`src/rtl/pipeline_hazard_regs.sv`:
```
// Stage registers carrying the hazard-relevant fields of the MIPS pipeline,
// plus saturating stall/flush event counters.
module pipeline_hazard_regs #(
  parameter int CNT_W = 16
) (
  input  logic             clk,
  input  logic             reset,
  input  logic [31:0]      PCNextF,
  input  logic [31:0]      InstrF,
  input  logic [31:0]      PCPlus4F,
  input  logic             StallF,
  input  logic             StallD,
  input  logic             PCSrcD,
  input  logic             FlushE,
  input  logic             RegWriteD,
  input  logic             MemtoRegD,
  input  logic             MemWriteD,
  input  logic             RegDstD,
  output logic [31:0]      PCF,
  output logic [31:0]      InstrD,
  output logic [31:0]      PCPlus4D,
  output logic [4:0]       RsD,
  output logic [4:0]       RtD,
  output logic [4:0]       RsE,
  output logic [4:0]       RtE,
  output logic [4:0]       RdE,
  output logic [4:0]       WriteRegE,
  output logic [4:0]       WriteRegM,
  output logic [4:0]       WriteRegW,
  output logic             RegWriteE,
  output logic             RegWriteM,
  output logic             RegWriteW,
  output logic             MemtoRegE,
  output logic             MemtoRegM,
  output logic             MemtoRegW,
  output logic             MemWriteE,
  output logic             MemWriteM,
  output logic [CNT_W-1:0] StallCount,
  output logic [CNT_W-1:0] FlushCount
);

  localparam logic [CNT_W-1:0] CNT_MAX = '1;
  localparam logic [CNT_W-1:0] CNT_ONE = CNT_W'(1);

  logic [4:0] rd_d;
  logic       reg_dst_e;
  logic       stall_ev;
  logic       flush_ev;

  assign RsD  = InstrD[25:21];
  assign RtD  = InstrD[20:16];
  assign rd_d = InstrD[15:11];

  assign WriteRegE = reg_dst_e ? RdE : RtE;

  // A branch squash hidden behind a D hold is not a flush event.
  assign stall_ev = StallD;
  assign flush_ev = FlushE | (PCSrcD & ~StallD);

  always_ff @(posedge clk or posedge reset) begin
    if (reset) begin
      PCF <= '0;
    end else if (!StallF) begin
      PCF <= PCNextF;
    end
  end

  always_ff @(posedge clk or posedge reset) begin
    if (reset) begin
      InstrD   <= '0;
      PCPlus4D <= '0;
    end else if (StallD) begin
      InstrD   <= InstrD;
      PCPlus4D <= PCPlus4D;
    end else if (PCSrcD) begin
      InstrD   <= '0;
      PCPlus4D <= '0;
    end else begin
      InstrD   <= InstrF;
      PCPlus4D <= PCPlus4F;
    end
  end

  always_ff @(posedge clk or posedge reset) begin
    if (reset) begin
      RegWriteE <= 1'b0;
      MemtoRegE <= 1'b0;
      MemWriteE <= 1'b0;
      reg_dst_e <= 1'b0;
      RsE       <= '0;
      RtE       <= '0;
      RdE       <= '0;
    end else if (FlushE) begin
      RegWriteE <= 1'b0;
      MemtoRegE <= 1'b0;
      MemWriteE <= 1'b0;
      reg_dst_e <= 1'b0;
      RsE       <= '0;
      RtE       <= '0;
      RdE       <= '0;
    end else begin
      RegWriteE <= RegWriteD;
      MemtoRegE <= MemtoRegD;
      MemWriteE <= MemWriteD;
      reg_dst_e <= RegDstD;
      RsE       <= RsD;
      RtE       <= RtD;
      RdE       <= rd_d;
    end
  end

  always_ff @(posedge clk or posedge reset) begin
    if (reset) begin
      RegWriteM <= 1'b0;
      MemtoRegM <= 1'b0;
      MemWriteM <= 1'b0;
      WriteRegM <= '0;
      RegWriteW <= 1'b0;
      MemtoRegW <= 1'b0;
      WriteRegW <= '0;
    end else begin
      RegWriteM <= RegWriteE;
      MemtoRegM <= MemtoRegE;
      MemWriteM <= MemWriteE;
      WriteRegM <= WriteRegE;
      RegWriteW <= RegWriteM;
      MemtoRegW <= MemtoRegM;
      WriteRegW <= WriteRegM;
    end
  end

  always_ff @(posedge clk or posedge reset) begin
    if (reset) begin
      StallCount <= '0;
      FlushCount <= '0;
    end else begin
      if (stall_ev && StallCount != CNT_MAX) begin
        StallCount <= StallCount + CNT_ONE;
      end
      if (flush_ev && FlushCount != CNT_MAX) begin
        FlushCount <= FlushCount + CNT_ONE;
      end
    end
  end

endmodule

```
`config.mk`:
```
export PLATFORM = sky130hd
export DESIGN_NAME = pipeline_hazard_regs
export DESIGN_NICKNAME = d
export VERILOG_FILES = /design/src/rtl/pipeline_hazard_regs.sv
export SDC_FILE = /design/constraint.sdc
export NUM_CORES = 1
export LEC_CHECK = 0
export ABC_AREA = 0
export CAP_MARGIN = 20
export CORE_ASPECT_RATIO = 0.75
export CORE_MARGIN = 1
export CORE_UTILIZATION = 35
export CTS_CLUSTER_DIAMETER = 80
export DETAILED_ROUTE_END_ITERATION = 8
export GPL_ROUTABILITY_DRIVEN = 0
export HOLD_SLACK_MARGIN = 0.03
export PLACE_DENSITY = 0.7
export RECOVER_POWER = 25
export SLEW_MARGIN = 20
export SYNTH_ARGS = -nofsm -noshare
export SYNTH_HDL_FRONTEND = slang
export SYNTH_SLANG_ARGS = --single-unit
```
`constraint.sdc`:
```
create_clock -name clk -period 11.6 [get_ports clk]
set_input_delay 1.16 -clock clk [delete_from_list [all_inputs] [get_ports clk]]
set_output_delay 1.16 -clock clk [all_outputs]
set_load 0.03 [all_outputs]
```
==> Yosys cells after proc, flatten, opt, wreduce, memory -nomap -nowiden <==
Cells that the tools add are included.
{ "totals": {"register_bits": 162, "inputBits": 106} }
{ "classes": {"n_mux": 10, "n_addsub": 2, "eq_ne": 2, "bitwise_logic": 3, "reduce_logical": 2} }
{ "op_table": {"columns": ["op", "n"], "rows": [
  ["$mux W32", 2],
  ["$add A16 B1 Y16 const B", 2],
  ["$ne A16 B16 Y1 const B", 2],
  ["$mux W5", 4],
  ["$mux W1", 4],
  ["$logic_and A1 B1 Y1", 2],
  ["$and A1 B1 Y1", 1],
  ["$not A1 Y1", 1],
  ["$or A1 B1 Y1", 1]
]} }

==> Depth between registers and ports, before layout <==
Gate-level depths: netlist (run 1).
{ "depth": {"word_depth": 4, "depth_mapped": 5, "mapped_depth_nobuf": 5} }

==> Least setup slack after synthesis (run 1) <==
No wires, ideal clock.
{ "synth_path": {"path_kind": "input -> register", "from": "input port StallD", "to": "register FlushCount[15]", "setup_time_ps": 79, "slack_ps": 9328, "path_stages": 5, "n_path_buf": 1, "t_arrival_ps": 2193, "required_time_ps": 11521, "cell_sequence": "buf_2 -> nor2b_4 -> o211ai_1 -> nor4_1 -> mux2i_1"} }
{ "synth_via": {"elab_chain_cells": 4} }
{ "synth_lines": {"columns": ["item", "line", "rtl"], "rows": [
  ["start: declaration", "12", "input logic StallD,"],
  ["$not A1 Y1", "58", "assign flush_ev = FlushE | (PCSrcD & ~StallD);"],
  ["$and A1 B1 Y1", "58", null],
  ["$or A1 B1 Y1", "58", null],
  ["$logic_and A1 B1 Y1", "140", "if (flush_ev && FlushCount != CNT_MAX) begin"],
  ["end signal: assignment", "141", "FlushCount <= FlushCount + CNT_ONE;"],
  ["end: declaration", "39", "output logic [CNT_W-1:0] FlushCount"]
]} }
No other way between the ends.
A chain may end at the register's enable or synchronous reset.

==> results of run 1 <==
[path summary, 6_finish.rpt]
| path | to | from |
|---|---|---|
| min in group asynchronous | PCF[31]$_DFFE_PP0N_ | reset |
| max reg2reg | StallCount[1]$_DFFE_PP0P_ | StallCount[7]$_DFFE_PP0P_ |
| max in group asynchronous | PCF[8]$_DFFE_PP0N_ | reset |
| max | InstrD[5]$_DFFE_PP0N_ | StallD |
| min | MemtoRegM$_DFF_PP0_ | MemtoRegE$_DFF_PP0_ |
| min reg2reg | MemtoRegM$_DFF_PP0_ | MemtoRegE$_DFF_PP0_ |
[cell families (layout without fill, tap and decap cells)]
| family | after synthesis | after routing | synth area share (%) |
|---|---|---|---|
| DFF | 162 | 162 | 65.9 |
| and+or+nand+nor | 90 | 90 | 8.87 |
| AOI/OAI and AO/OA | 83 | 83 | 11.3 |
| muxes | 41 | 41 | 7.54 |
| buffers and inverters | 36 | 322 | 2.85 |
| xor gates and xnor gates | 22 | 22 | 3.13 |
| adders and majority gates | 2 | 2 | 0.407 |
[cells in the mapped netlist (2+ instances only)]
cell type,count
a21oi_1,7
a22o_1,63
a31oi_1,3
and3_1,6
and4_1,3
buf_1,4
buf_2,2
buf_4,10
clkbuf_1,15
dfrtp_1,162
ha_1,2
inv_1,5
mux2_2,38
nand2_1,14
nand2b_1,2
nand3_1,7
nand4_1,6
nand4_2,3
nor2_1,12
nor2b_1,19
nor3_1,8
nor4_1,2
nor4_2,2
o211ai_1,2
o21ai_0,2
xnor2_1,7
xor2_1,15
[power by group through the flow]
stage	Combinational (mW)	Clock, mW	Sequential, mW
finish	0.424	0.537	0.690
global route	0.449	0.577	0.699
CTS	0.429	0.555	0.689
detailed placement	0.427	0	0.698
global placement	0.421	0	0.697
floorplan	0.113	0	0.808
[cell type report]
class	count	share of cell area [%]
repair buffers	285	29.2
flip-flops and latches	162	41.8
inverters	5	0.207
clock buffers	19	4.57
clock inverters	13	1.32
well taps	236	3.05
multi-input cells	238	19.9
[registers in the layout, indices dropped and copies added (netlist names)]
signal / flops
InstrD: 32
PCF: 32
PCPlus4D: 32
FlushCount: 16
StallCount: 16
RdE: 5
RsE: 5
RtE: 5
WriteRegM: 5
WriteRegW: 5
MemWriteE: 1
MemWriteM: 1
MemtoRegE: 1
MemtoRegM: 1
MemtoRegW: 1
RegWriteE: 1
RegWriteM: 1
RegWriteW: 1
reg_dst_e: 1
[layer usage]
| metal | up-vias | GRT usage, % | wire length [um] |
|---|---|---|---|
| li1 | 2108 | - | - |
| met1 | 2202 | 24.1 | 7450 |
| met2 | 194 | 28.4 | 7600 |
| met3 | 18 | 5.38 | 1120 |
| met4 | 0 | 6.60 | 242 |
| met5 | - | 0 | 0 |
[critical path, cell delays in order]
cell	delay (ns)
buf_2	0.07
clkbuf_1	2.37
nor2_1	0.87
buf_4	0.58
a22o_1	0.28
==> flow_summary_export.csv, run 1 <==
group,metric,value,unit
global_routing,globalRouteOverflowTotal,0,
power_and_ir_drop,total_power,1.65,mW
yosys,ys_types,42,
timing,max_freq,196,MHz
routing,drtIter0Drc,288,
routing,drtAntennaViolNets,0,
status,status,"finished with violations",
power_and_ir_drop,p_sw_share,31.7,%
power_and_ir_drop,combPwrFrac,25.7,%
finish,fillers,1362,
finish,final_cell_mix,"278 x clkdlybuf4s50_1, 162 x dfrtp_1, 63 x a22o_1",
hold_path,hold_class,"flip-flop to flip-flop",
floorplan,num_rows,41,
routing,dr.pass1.iters,4,
timing,setup_viol,0,
cts,post_cts_resized,0,
global_routing,antenna_found_initial,0,
timing,hold_violations,0,
power_and_ir_drop,p_clk_share,32.5,%
timing,slew_headroom,-135,%
yosys,yosys.area.top_type,"dfrtp_1",
power_and_ir_drop,sequentialPowerShare,41.8,%
critical_path,cp.arrival,5.39,ns
yosys,yosys.area.top_type_share,65.9,%
finish,layout_commonest_cell,"clkdlybuf4s50_1",
hold_path,whs_path_depth,0,
critical_path,cp-start-kind,"input pin",
timing,worstMarginPinSlew,3.50,ns
timing,finClkSkew,0.0111,ns
floorplan,start_util,36.1,%
placed_design,post-dp-hpwl,11800,um
yosys,syn-cell-area,0.00615,mm2
critical_path,cp-end-kind,"flip-flop",
power_and_ir_drop,switchingPower,0.524,mW
floorplan,floorplan.die_area,0.0181,mm2
finish,area_growth_syn_to_layout,57.5,%
critical_path,r2r_setup_slack,9.80,ns
cts,clockRootBuffer,"clkbuf_16",
yosys,yosysWarnings,0,
yosys,synth-seq-cells,162,
placed_design,place_area,0.00914,mm2
timing,fin_crit,5.10,ns
power_and_ir_drop,powerDensity,170,mW/mm2
finish,multi_input_area,0.00192,mm2
cts,clkLatencyLatePin,0.42,ns
finish,fin_area,0.00969,mm2
yosys,synth_cells,436,
finish,finish.utilization,56.9,%
yosys,async_flop_share,100,%
yosys,ys_seq_area_share,65.9,%
placed_design,place_inst,926,
cts,cts_tree,"built",
yosys,syn_nets,544,
yosys,syn_avg_cell_area,14.1,um2
yosys,synth-main-ff-cell,"dfrtp_1",
critical_path,cp_max_fo,71,
cts,clockBufferDepth,2,
cts,cts.sinks,162,
floorplan,die_y,117,um
cts,cts_buffers,17,
finish,antenna_cells,0,
power_and_ir_drop,p_leak,4.23,nW
critical_path,critPathKind,"input pin to flip-flop",
routing,totalWireLength,16400,um
floorplan,io_pins,282,
global_routing,grt_usage,18.1,%
routing,viasPerCell,4.72,
placed_design,port_buffers,281,
floorplan,core-area,0.0170,mm2
timing,rsz0062_at_grt,"false",
finish,final-seq-area,0.00405,mm2
yosys,yosys-top-cells-area,"dfrtp_1 66%, a22o_1 9.0%, mux2_2 7.0%, xor2_1 2.1%, nor2b_1 1.9%",
power_and_ir_drop,intPower,1.13,mW
cts,clk_pin_slew,0.06,ns
critical_path,worstRegToRegCells,4,
finish,drive_above_1_share,11.2,%
timing,fin_hold_ws,0.373,ns
cts,hold_buffers,0,
timing,layout_setup_ws,6.50,ns
floorplan,die_x,155,um
finish,fin_cells,958,
routing,detail_route.wl_per_cell,17.1,um
status,violations,"max-capacitance violations, max-slew violations",
placed_design,dp_slack,8.19,ns
timing,finalSetupTns,0,ns
finish,final_nets,817,
global_routing,grt_pass1_wl,25000,um
global_routing,grt_start_max_net_pins,83,
yosys,synth_enable_flop_cells,0,
job,cap_violations,3,
power_and_ir_drop,irDropWorstVdd,0.000102,V
routing,drcViolationCount,0,
global_routing,grt_pass1_vias,4663,
routing,num_vias,4522,
timing,maxSlewViolCount,188,
timing,finalCritPeriodShare,43.9,%
cts,post_cts_buffers,0,
cts,h-tree-depth,4,
critical_path,required,11.89,ns
Note: power is estimated with default switching activity, not from simulation.
==> run 2, diff against run 1 <==
==> constraint.sdc (replaced) <==
create_clock -name clk -period 4.85 [get_ports clk]
set_input_delay 0.485 -clock clk [delete_from_list [all_inputs] [get_ports clk]]
set_output_delay 0.485 -clock clk [all_outputs]
set_load 0.03 [all_outputs]
==> flow_summary_export.csv, run 2 (synthesis results as in run 1) <==
group,metric,value,unit
global_routing,grt_pass1_vias,4566,
timing,finClkSkew,0.00718,ns
finish,antenna_cells,0,
global_routing,grt_pass1_wl,25100,um
critical_path,cp_max_fo,37,
global_routing,grtUsageMet2,29.2,%
cts,clk_pin_slew,0.07,ns
power_and_ir_drop,irDropWorstVdd,0.000197,V
finish,final_cell_mix,"276 x clkdlybuf4s50_1, 162 x dfrtp_1, 63 x a22o_1",
routing,detail_route.wl_per_cell,17.0,um
timing,finalSetupTns,0,ns
timing,finalCritPeriodShare,69.0,%
cts,cts_buffers,17,
finish,area_growth_syn_to_layout,58.4,%
critical_path,cp.arrival,3.69,ns
routing,drtAntennaViolNets,0,
routing,num_vias,4499,
floorplan,floorplan.die_area,0.0181,mm2
hold_path,hold_class,"flip-flop to flip-flop",
finish,final_nets,818,
floorplan,die_y,117,um
finish,layout_commonest_cell,"clkdlybuf4s50_1",
timing,fin_crit,3.35,ns
status,status,"finished with violations",
global_routing,met1_usage,23.8,%
global_routing,antenna_found_initial,0,
power_and_ir_drop,total_power,4.03,mW
finish,top_regs,"InstrD: 32 flops, PCF: 32 flops, PCPlus4D: 32 flops",
floorplan,io_pins,282,
floorplan,start_util,36.1,%
placed_design,post-dp-hpwl,12100,um
routing,dr.pass1.iters,4,
cts,clockBufferDepth,2,
finish,drive_above_1_share,11.3,%
routing,viasPerCell,4.69,
routing,totalWireLength,16300,um
critical_path,cp-start-kind,"input pin",
critical_path,cp-end-kind,"flip-flop",
critical_path,crit_slowest_cell,"nor2_1",
status,violations,"max-capacitance violations, max-slew violations",
global_routing,grt.busiest_layer,"met2",
cts,clkLatencyLatePin,0.42,ns
floorplan,die_x,155,um
power_and_ir_drop,powerDensity,414,mW/mm2
floorplan,num_rows,41,
critical_path,critPathKind,"input pin to flip-flop",
cts,hold_buffers,0,
timing,setup_viol,0,
critical_path,cp_cell_sequence,"dlygate4sd3_1 -> nor2_1 -> buf_4 -> a22o_1",
global_routing,grt_start_max_net_pins,88,
timing,maxSlewViolCount,111,
timing,rsz0062_at_grt,"false",
timing,worstMarginPinSlew,2.54,ns
routing,drcViolationCount,0,
cts,post_cts_resized,0,
critical_path,crit_path_max_incr_delay,1.87,ns
cts,cts.sinks,162,
cts,cts_tree,"built",
cts,clockRootBuffer,"clkbuf_16",
routing,drtIter0Drc,214,
timing,hold_violations,0,
global_routing,globalRouteOverflowTotal,0,
placed_design,port_buffers,281,
timing,layout_setup_ws,1.50,ns
timing,slew_headroom,-69.7,%
job,cap_violations,3,
global_routing,use_met3,4.86,%
floorplan,core-area,0.0170,mm2
cts,post_cts_buffers,0,
timing,max_freq,299,MHz
global_routing,grt_usage,18.1,%
power_and_ir_drop,p_leak,4.26,nW
critical_path,required,5.20,ns
placed_design,dp_slack,2.18,ns
cts,h-tree-depth,4,
-- run 2: changes by cell type in the layout (fill, tap and decap cells not counted), moves of 2 or more --
cell             before  now
inv_8                 1    4
dlygate4sd3_1         2    4
clkdlybuf4s50_1     278  276
clkbuf_1              3    1
-- run 2: final cells by class --
cell class	instances	area, um2
clock inverter	14	170
inverter	5	20.0
clock buffer	18	439
timing repair buffer	286	2850
tap	236	295
multi-input combinational	238	1910
sequential	162	4050
fill	1400	7280
-- run 2: path summary, 6_finish.rpt --
kind | startpoint | to | slack (ns) | depth (start not counted)
min reg2reg | WriteRegM[4]$_DFF_PP0_ | WriteRegW[4]$_DFF_PP0_ | 0.37 | 0
max | PCSrcD | InstrD[13]$_DFFE_PP0N_ | 1.50 | 4
max reg2reg | StallCount[7]$_DFFE_PP0P_ | StallCount[1]$_DFFE_PP0P_ | 3.03 | 4
max in group asynchronous | reset | PCPlus4D[14]$_DFFE_PP0N_ | 2.67 | 3
min | WriteRegM[4]$_DFF_PP0_ | WriteRegW[4]$_DFF_PP0_ | 0.37 | 0
min in group asynchronous | reset | PCPlus4D[25]$_DFFE_PP0N_ | 1.00 | 2
-- run 2: metrics by stage --
step / instances / utilization (%) / hold WS [ns] / instance area, um2
6_report: 959 / 57.2 / 0.374 / 9750
5_1_grt: 959 / 57.2 / 0.379 / 9750
4_1_cts: 959 / 57.4 / 0.374 / 9770
3_5_place_dp: 927 / 53.8 / 0.362 / 9160
3_3_place_gp: 927 / 53.8 / 0.362 / 9160
2_1_floorplan: 436 / - / 0.566 / 6160
-- run 2: power breakdown --
group,internal (mW),leakage [nW],total (mW),switching [mW]
Sequential,1.50,2.07,1.65,0.150
Combinational,0.468,1.89,1.01,0.546
Clock,0.794,0.300,1.37,0.579
Total,2.76,4.26,4.03,1.27
-- run 2: worst max-delay path: cells and delay by family --
family / cells / cell delay [ns]
buf+inv: 2 / 1.14
compound gates: 1 / 0.18
simple gates: 1 / 1.87
-- run 2: routing by layer --
metal / share of wire [%] / vias to the layer above
met5: 0 / -
met4: 1.2 / 0
met3: 7.1 / 18
met2: 48 / 189
met1: 44 / 2178
li1: - / 2114
==> run 3, diff against run 2 <==
==> constraint.sdc (replaced) <==
create_clock -name clk -period 3.1 [get_ports clk]
set_input_delay 0.31 -clock clk [delete_from_list [all_inputs] [get_ports clk]]
set_output_delay 0.31 -clock clk [all_outputs]
set_load 0.03 [all_outputs]
==> flow_summary_export.csv, run 3 (synthesis results as in run 1) <==
group,metric,value,unit
status,status,"finished, final reports clean",
power_and_ir_drop,switchingPower,1.96,mW
global_routing,grt_pass1_vias,4609,
timing,finalSetupTns,0,ns
cts,h-tree-depth,4,
critical_path,crit_family,"buffers and inverters",
finish,drive_above_1_share,12.2,%
finish,final-seq-area,0.00405,mm2
power_and_ir_drop,p_sw_share,31.3,%
floorplan,num_rows,41,
global_routing,grt_usage,18.1,%
finish,final_cell_mix,"278 x clkdlybuf4s50_1, 162 x dfrtp_1, 63 x a22o_1",
cts,post_cts_buffers,0,
cts,clockRootBuffer,"clkbuf_16",
routing,drtIter0Drc,250,
placed_design,post-dp-hpwl,11700,um
timing,finalCritPeriodShare,70.1,%
finish,multi_input_area,0.00193,mm2
critical_path,cp_max_fo,5,
critical_path,path_buf_inv,1,
power_and_ir_drop,combPwrFrac,25.4,%
cts,cts.sinks,162,
cts,cts_buffers,17,
routing,num_vias,4491,
timing,maxSlewViolCount,0,
cts,clkLatencyLatePin,0.42,ns
floorplan,die_x,155,um
finish,final_nets,819,
critical_path,worstRegToRegCells,4,
power_and_ir_drop,p_leak,4.26,nW
critical_path,cp.arrival,1.86,ns
finish,top_regs,"InstrD: 32 flops, PCF: 32 flops, PCPlus4D: 32 flops",
finish,fin_area,0.00977,mm2
cts,clockBufferDepth,2,
cts,hold_buffers,0,
critical_path,r2r_setup_slack,1.30,ns
critical_path,cp_cell_sequence,"mux2_2 -> clkdlybuf4s50_1",
timing,slew_headroom,34.7,%
critical_path,cp-end-kind,"output pin",
critical_path,required,2.79,ns
timing,hold_violations,0,
power_and_ir_drop,intPower,4.30,mW
routing,totalWireLength,16200,um
finish,layout_commonest_cell,"clkdlybuf4s50_1",
finish,fillers,1373,
finish,area_growth_syn_to_layout,58.7,%
global_routing,grt_start_max_net_pins,101,
critical_path,crit_slowest_cell,"clkdlybuf4s50_1",
power_and_ir_drop,sequentialPowerShare,41.2,%
routing,viasPerCell,4.68,
power_and_ir_drop,p_clk_share,33.4,%
cts,cts_tree,"built",
timing,finClkSkew,0.0118,ns
critical_path,crit_path_max_incr_delay,0.59,ns
routing,drcViolationCount,0,
power_and_ir_drop,powerDensity,640,mW/mm2
floorplan,io_pins,282,
hold_path,min_to,"MemWriteM$_DFF_PP0_",
timing,setup_viol,0,
global_routing,antenna_found_initial,0,
routing,detail_route.wl_per_cell,16.9,um
power_and_ir_drop,irDropWorstVdd,0.000365,V
floorplan,start_util,36.1,%
routing,drtAntennaViolNets,0,
routing,dr.pass1.iters,4,
floorplan,core-area,0.0170,mm2
floorplan,floorplan.die_area,0.0181,mm2
hold_path,whs_path_depth,0,
global_routing,globalRouteOverflowTotal,0,
job,cap_violations,0,
placed_design,place_area,0.00918,mm2
timing,worstMarginPinSlew,0.979,ns
hold_path,hp-start,"MemWriteE$_DFF_PP0_",
global_routing,grt_pass1_wl,25000,um
timing,max_freq,460,MHz
cts,post_cts_resized,0,
placed_design,port_buffers,281,
floorplan,die_y,117,um
hold_path,hold_class,"flip-flop to flip-flop",
finish,antenna_cells,0,
critical_path,r2r-start,"StallCount[3]$_DFFE_PP0P_",
critical_path,critPathKind,"flip-flop to output pin",
timing,rsz0062_at_grt,"false",
cts,clk_pin_slew,0.07,ns
critical_path,cp-start-kind,"flip-flop",
critical_path,regToRegEndpoint,"StallCount[1]$_DFFE_PP0P_",
finish,finish.utilization,57.3,%
timing,fin_crit,2.17,ns
-- run 3: changes by cell type in the layout (fill, tap and decap cells not counted), sizes merged --
cell / change
inv: -4
clkinv: +3
clkdlybuf4s50: +2
dlygate4sd3: -2
buf: +1
clkinvlp: +1
-- run 3: area by class of cell --
type / count / share of cell area (%)
multi-input cells: 238 / 19.8
well taps: 236 / 3.02
clock buffers: 18 / 4.50
flip-flops and latches: 162 / 41.5
clock inverters: 14 / 1.55
repair buffers: 287 / 29.4
inverters: 5 / 0.205
-- run 3: worst max-delay path by stage --
stage,start,to,cells past startpoint
after global routing,reg_dst_e$_DFF_PP0_,WriteRegE[3],2
after CTS,reg_dst_e$_DFF_PP0_,WriteRegE[3],2
after floorplan,reset,FlushCount[0]$_DFFE_PP0P_,1
final,reg_dst_e$_DFF_PP0_,WriteRegE[3],2
after global placement,PCSrcD,FlushCount[15]$_DFFE_PP0P_,5
after detailed placement,PCSrcD,FlushCount[15]$_DFFE_PP0P_,5
-- run 3: per-layer routing --
layer	track usage (%)	share of wire (%)	wire length [um]
met1	22.6	43	7020
met2	29.3	48	7780
met3	6.77	7.3	1190
met4	6.01	1.3	216
met5	0	0	0
-- run 3: stage by stage --
stage               setup slack [ns]  std cells  hold slack, ns  power [mW]
floorplan                      0.733        436           0.417        3.44
global placement                1.11        928           0.360        4.18
detailed placement              1.08        928           0.362        4.21
CTS                            0.889        960           0.378        6.33
global route                   0.843        960           0.387        6.55
finish                         0.926        960           0.376        6.25
-- run 3: power by group through the flow --
stage          clock (mW)  sequential (mW)  combinational [mW]
2_1_floorplan           0             3.02               0.422
3_3_place_gp            0             2.60                1.58
3_5_place_dp            0             2.61                1.60
4_1_cts              2.14             2.57                1.61
5_1_grt              2.26             2.61                1.68
6_report             2.09             2.58                1.59
